==> src/rtl/regfile_wb_arbiter.sv <==
// Round-robin arbiter sharing the register-file write port among NUM_REQ writeback sources.
// Define RF_WB_FORWARD_EN to add the two-port read bypass of the registered write.
module regfile_wb_arbiter #(
  parameter int unsigned NUM_REQ        = 3,
  parameter int unsigned XLEN           = 32,
  parameter int unsigned REG_ADDR_WIDTH = 5
) (
  input  logic                              clk,
  input  logic                              rst,
  input  logic [NUM_REQ-1:0]                req_valid,
  output logic [NUM_REQ-1:0]                req_ready,
  input  logic [NUM_REQ*REG_ADDR_WIDTH-1:0] req_addr,
  input  logic [NUM_REQ*XLEN-1:0]           req_data,
  input  logic                              wb_stall,
  output logic                              rf_wr_en,
  output logic [REG_ADDR_WIDTH-1:0]         rf_wr_addr,
  output logic [XLEN-1:0]                   rf_wdata
`ifdef RF_WB_FORWARD_EN
  ,
  input  logic [REG_ADDR_WIDTH-1:0]         rd_addr0,
  input  logic [REG_ADDR_WIDTH-1:0]         rd_addr1,
  input  logic [XLEN-1:0]                   rf_rdata0,
  input  logic [XLEN-1:0]                   rf_rdata1,
  output logic [XLEN-1:0]                   fwd_rdata0,
  output logic [XLEN-1:0]                   fwd_rdata1
`endif
);

  localparam int unsigned PTR_W = (NUM_REQ > 1) ? $clog2(NUM_REQ) : 1;

  logic [PTR_W-1:0]          ptr_q, ptr_d;
  logic                      wr_en_q, wr_en_d;
  logic [REG_ADDR_WIDTH-1:0] wr_addr_q, wr_addr_d;
  logic [XLEN-1:0]           wdata_q, wdata_d;

  logic                      grant_valid;
  logic [PTR_W-1:0]          grant_idx;
  logic [REG_ADDR_WIDTH-1:0] grant_addr;
  logic [XLEN-1:0]           grant_data;

  // Scan from ptr upward modulo NUM_REQ; first valid requester wins.
  always_comb begin
    int unsigned sum;
    logic [PTR_W-1:0] cand;
    grant_valid = 1'b0;
    grant_idx   = '0;
    for (int unsigned k = 0; k < NUM_REQ; k++) begin
      sum = 32'(ptr_q) + k;
      if (sum >= NUM_REQ) sum = sum - NUM_REQ;
      cand = PTR_W'(sum);
      if (!grant_valid && req_valid[cand]) begin
        grant_valid = 1'b1;
        grant_idx   = cand;
      end
    end
    if (rst || wb_stall) grant_valid = 1'b0;
  end

  always_comb begin
    req_ready = '0;
    if (grant_valid) req_ready[grant_idx] = 1'b1;
  end

  assign grant_addr = req_addr[32'(grant_idx)*REG_ADDR_WIDTH +: REG_ADDR_WIDTH];
  assign grant_data = req_data[32'(grant_idx)*XLEN +: XLEN];

  always_comb begin
    int unsigned nxt;
    ptr_d     = ptr_q;
    wr_en_d   = 1'b0;
    wr_addr_d = wr_addr_q;
    wdata_d   = wdata_q;
    nxt       = 32'(grant_idx) + 1;
    if (nxt >= NUM_REQ) nxt = 0;
    if (grant_valid) begin
      // x0 writes are consumed but never reach the array.
      ptr_d     = PTR_W'(nxt);
      wr_en_d   = (grant_addr != '0);
      wr_addr_d = grant_addr;
      wdata_d   = grant_data;
    end
  end

  always_ff @(posedge clk) begin
    if (rst) begin
      ptr_q     <= '0;
      wr_en_q   <= 1'b0;
      wr_addr_q <= '0;
      wdata_q   <= '0;
    end else begin
      ptr_q     <= ptr_d;
      wr_en_q   <= wr_en_d;
      wr_addr_q <= wr_addr_d;
      wdata_q   <= wdata_d;
    end
  end

  assign rf_wr_en   = wr_en_q;
  assign rf_wr_addr = wr_addr_q;
  assign rf_wdata   = wdata_q;

`ifdef RF_WB_FORWARD_EN
  always_comb begin
    fwd_rdata0 = rf_rdata0;
    fwd_rdata1 = rf_rdata1;
    if (wr_en_q && rd_addr0 != '0 && rd_addr0 == wr_addr_q) fwd_rdata0 = wdata_q;
    if (wr_en_q && rd_addr1 != '0 && rd_addr1 == wr_addr_q) fwd_rdata1 = wdata_q;
  end
`endif

endmodule
==> config.mk <==
export PLATFORM = sky130hd
export DESIGN_NAME = regfile_wb_arbiter
export DESIGN_NICKNAME = d
export VERILOG_FILES = /design/src/rtl/regfile_wb_arbiter.sv
export SDC_FILE = /design/constraint.sdc
export NUM_CORES = 1
export LEC_CHECK = 0
export CAP_MARGIN = 20
export CELL_PAD_IN_SITES_DETAIL_PLACEMENT = 0
export CELL_PAD_IN_SITES_GLOBAL_PLACEMENT = 2
export CORE_ASPECT_RATIO = 2
export CORE_UTILIZATION = 22
export CTS_BUF_LIST = sky130_fd_sc_hd__clkbuf_4 sky130_fd_sc_hd__clkbuf_8
export DETAILED_ROUTE_END_ITERATION = 7
export HOLD_SLACK_MARGIN = 0.08
export PLACE_DENSITY = 0.94
export SYNTH_ARGS = -nofsm -noshare
export SYNTH_HDL_FRONTEND = slang
export SYNTH_SLANG_ARGS = --single-unit
==> constraint.sdc <==
create_clock -name clk -period 7.4 [get_ports clk]
set_input_delay 1.85 -clock clk [delete_from_list [all_inputs] [get_ports clk]]
set_output_delay 1.85 -clock clk [all_outputs]
set_load 0.01 [all_outputs]
==> run_results.csv <==
group,metric,value,unit
pwr,power_per_cell_area,306.2,nW/µm²
critical_path,critPathKind,"in -> out",
final_layout,finalCoreUtilization,38.75,%
drt,top_layer_used,"met4",
critical_path,required,5.55,ns
clocking,cts_tree,"done",
critical_path,setup.worst_path.end,"req_ready[0]",
logic_synthesis,synth_enable_flop_cells,0,
sta,drv_slew,0,
sta,relative_max_transition_margin,47.98,%
clocking,clock_pin_slew_reported_for_the_worst_setup_and_hold_paths_after_clock_tree_synthesis,0.08,ns
logic_synthesis,synth-async-reset-ratio,0,%
clocking,cts_htree_levels,2,
grt,maximum_number_of_pins_on_one_net_before_global_route_repair,40,
logic_synthesis,synth.yosys.seq_area_share,32.59,%
floorplan,start_util,22.59,%
critical_path,critical-path-top-cell-by-count,"sky130_fd_sc_hd__clkdlybuf4s50_1",
critical_path,critPathLaunchType,"primary input",
logic_synthesis,synth-warning-count,0,
logic_synthesis,synth.top_cells.by_count,"sky130_fd_sc_hd__mux2i_1 (44), sky130_fd_sc_hd__dfxtp_1 (40), sky130_fd_sc_hd__nor2_1 (40)",
floorplan,design.die.area,11620,µm²
clocking,post_cts_setup_buffers,0,
clocking,max-clock-path-buffers,2,
placed_design,post-dp-hpwl,6.858,mm
critical_path,regToRegStartpoint,"ptr_q[0]",
placed_design,placed_cells,549,
grt,gr_overflow_total,0,
final_layout,fin_nets,537,
placed_design,port_buffers,157,
clocking,clock_buffers_created_by_tritoncts,5,
placed_design,routabilityCongestion,0.7386,
critical_path,worst_r2r_endpoint,"rf_wr_en",
sta,rsz_0062_raised_after_global_routing,"false",
clocking,cts_root_buf,"sky130_fd_sc_hd__clkbuf_8",
final_layout,post_route_cells_drive_above_1_share,10.31,%
drt,drt-vias-per-instance,4.715,
critical_path,slowest_stage,"sky130_fd_sc_hd__nor2_2",
grt,number_of_antenna_violations_at_the_first_check_in_global_routing,0,
min_path,min_path_type,"reg -> reg",
drt,dr.pass1.iters,4,
drt,detail_route.iter0.violations,68,
logic_synthesis,yosys.cell_types.count,40,
critical_path,crit_arrival,4.49,ns
sta,worst_clk_skew,0.005455,ns
critical_path,slowest_delay,0.60,ns
run,maxCapViolCount,0,
drt,routedLengthMet1,2.809,mm
outcome,outcome,"completed",
logic_synthesis,syn_nets,389,
placed_design,dp_slack,1.018,ns
clocking,holdBufCountCts,0,
clocking,postCtsResizedCells,0,
sta,finalSetupViolations,0,
floorplan,io_pins,158,
critical_path,end_kind,"output port",
critical_path,cp-startpoint,"req_valid[0]",
sta,final.min_clock_period,6.344,ns
logic_synthesis,synth.avg_cell_area,9.169,µm²
logic_synthesis,ys_ff_latch,40,
drt,met2WireLength,5.186,mm
grt,grt_pass1_vias,2622,
logic_synthesis,synth_cell_area,2457,µm²
drt,num_vias,2626,
grt,global_route.usage.total,14.28,%
pwr,power_leakage,1.769,nW
sta,period_share,85.73,%
sta,final.setup.tns,0,ns
drt,route.detailed.wl_per_inst,15.46,µm
final_layout,finalNonFillerCells,557,
sta,timing_worst_slew_pin_value,0.7785,ns
clocking,tritoncts_num_sinks,40,
final_layout,signed_area_change_from_the_synthesized_netlist_to_the_final_layout,71.54,%
logic_synthesis,synthDominantCellAreaShare,32.59,%
sta,max_clock_freq,157.6,MHz
logic_synthesis,synth_top_flop_cell,"sky130_fd_sc_hd__dfxtp_1",
clocking,worstSkewPairLatency,0.29,ns
floorplan,die_h,151.5,µm
logic_synthesis,synthesized_instance_count,268,
pwr,power.ir.vdd_worst,0.0003629,V
logic_synthesis,netlist.top_cell.by_area,"sky130_fd_sc_hd__dfxtp_1",
drt,drtAntennaViolNets,0,
sta,finalWorstSetupSlack,1.056,ns
final_layout,diodes,0,
critical_path,timing.critical_path.cells,"clkdlybuf4s50_1 -> mux2i_1 -> or2_1 -> nand2_1 -> o21bai_4 -> nor2_2 -> and3_1 -> clkdlybuf4s50_1",
critical_path,critical_path_peak_fanout,19,
drt,totalWireLength,8.609,mm
floorplan,coreArea,10880,µm²
pwr,total_power,1.291,mW
floorplan,rows,54,
floorplan,chipWidth,76.73,µm
drt,wl_met3,328,µm
critical_path,regToRegSetupSlack,4.31,ns
drt,drc,0,
logic_synthesis,synth.most_common_cell,"sky130_fd_sc_hd__mux2i_1",
critical_path,timing.reg2reg.worst_path_depth,9,
grt,grt_first_pass_wirelength,12.82,mm
logic_synthesis,yosys-top-cells-area,"sky130_fd_sc_hd__dfxtp_1 (33%), sky130_fd_sc_hd__mux2i_1 (18%), sky130_fd_sc_hd__a22o_2 (8.1%)",
sta,report.final.hold_viol_count,0,
==> worst max-delay path: cells and delay by family <==
family | cells | cell delay, ns
compound gates | 1 | 0.13
buf+inv | 2 | 1.09
mux | 1 | 0.13
simple gates | 4 | 1.29
==> registers in the layout (all words and copies together), names as in the netlist <==
| signal | cells |
|---|---|
| rf_wr_addr | 5 |
| ptr_q | 2 |
| rf_wr_en | 1 |
| rf_wdata | 32 |
==> cell usage in the layout, fill, tap and decap left out, drive strengths merged <==
cell,count
clkdlybuf4s50,157
o41ai,1
a32o,1
and3b,3
dfxtp,40
nor2b,2
mux2,2
a21oi,38
a311oi,1
inv,3
clkinvlp,1
o211ai,2
buf,4
a22oi,3
o22ai,3
nand2,8
nor2,43
o21ai,3
clkinv,1
nand3,1
ha,4
bufinv,1
o21bai,1
and4b,1
nand2b,2
or2,1
a22o,32
nor3b,1
nor3,1
clkbuf,5
a211oi,4
and3,2
a211o,1
mux2i,44
==> stage by stage <==
stage | hold slack (ns) | cell area [µm²]
after floorplan | 0.4659 | 2457
after global placement | 0.4570 | 4104
after detailed placement | 0.4548 | 4104
after CTS | 0.4748 | 4215
after global routing | 0.5044 | 4215
final | 0.4737 | 4215
==> worst min-delay path by stage <==
stage                  start       endpoint  slack [ns]  cells past startpoint
2_1_floorplan       ptr_q[0]       ptr_q[0]        0.47                      2
3_3_place_gp    rf_wdata[24]   rf_wdata[24]        0.46                      1
3_5_place_dp   rf_wr_addr[3]  rf_wr_addr[3]        0.45                      2
4_1_cts        rf_wr_addr[3]  rf_wr_addr[3]        0.47                      2
5_1_grt         rf_wdata[11]   rf_wdata[11]        0.50                      1
6_report       rf_wr_addr[3]  rf_wr_addr[3]        0.47                      2
==> layout make-up <==
class | count | area (µm²)
inverters | 3 | 11.26
fillers | 1109 | 6663
well taps | 140 | 175.2
clock inverters | 3 | 42.54
clock buffers | 5 | 68.82
multi-input cells | 205 | 1515
repair buffers | 161 | 1602
flip-flops and latches | 40 | 800.8
==> power breakdown <==
group	switching (mW)	total, mW	internal, mW
logic	0.398	0.796	0.398
registers	0.0362	0.319	0.282
clock network	0.0761	0.176	0.0998
==> metal layers <==
metal	vias up	global-route usage [%]
met5	-	0
met4	0	6.827
met3	19	2.216
met2	99	30.54
met1	1221	12.31
li1	1287	-
==> cell families after synthesis <==
kind of cell	after synthesis	synth area share, %
DFF	40	32.59
adders and majority gates	4	2.037
and+or+nand+nor	65	12.58
AOI/OAI and AO/OA	90	27.24
muxes	46	18.99
buffers and inverters	23	6.568
No activity file was read; power rests on OpenSTA's default activity.
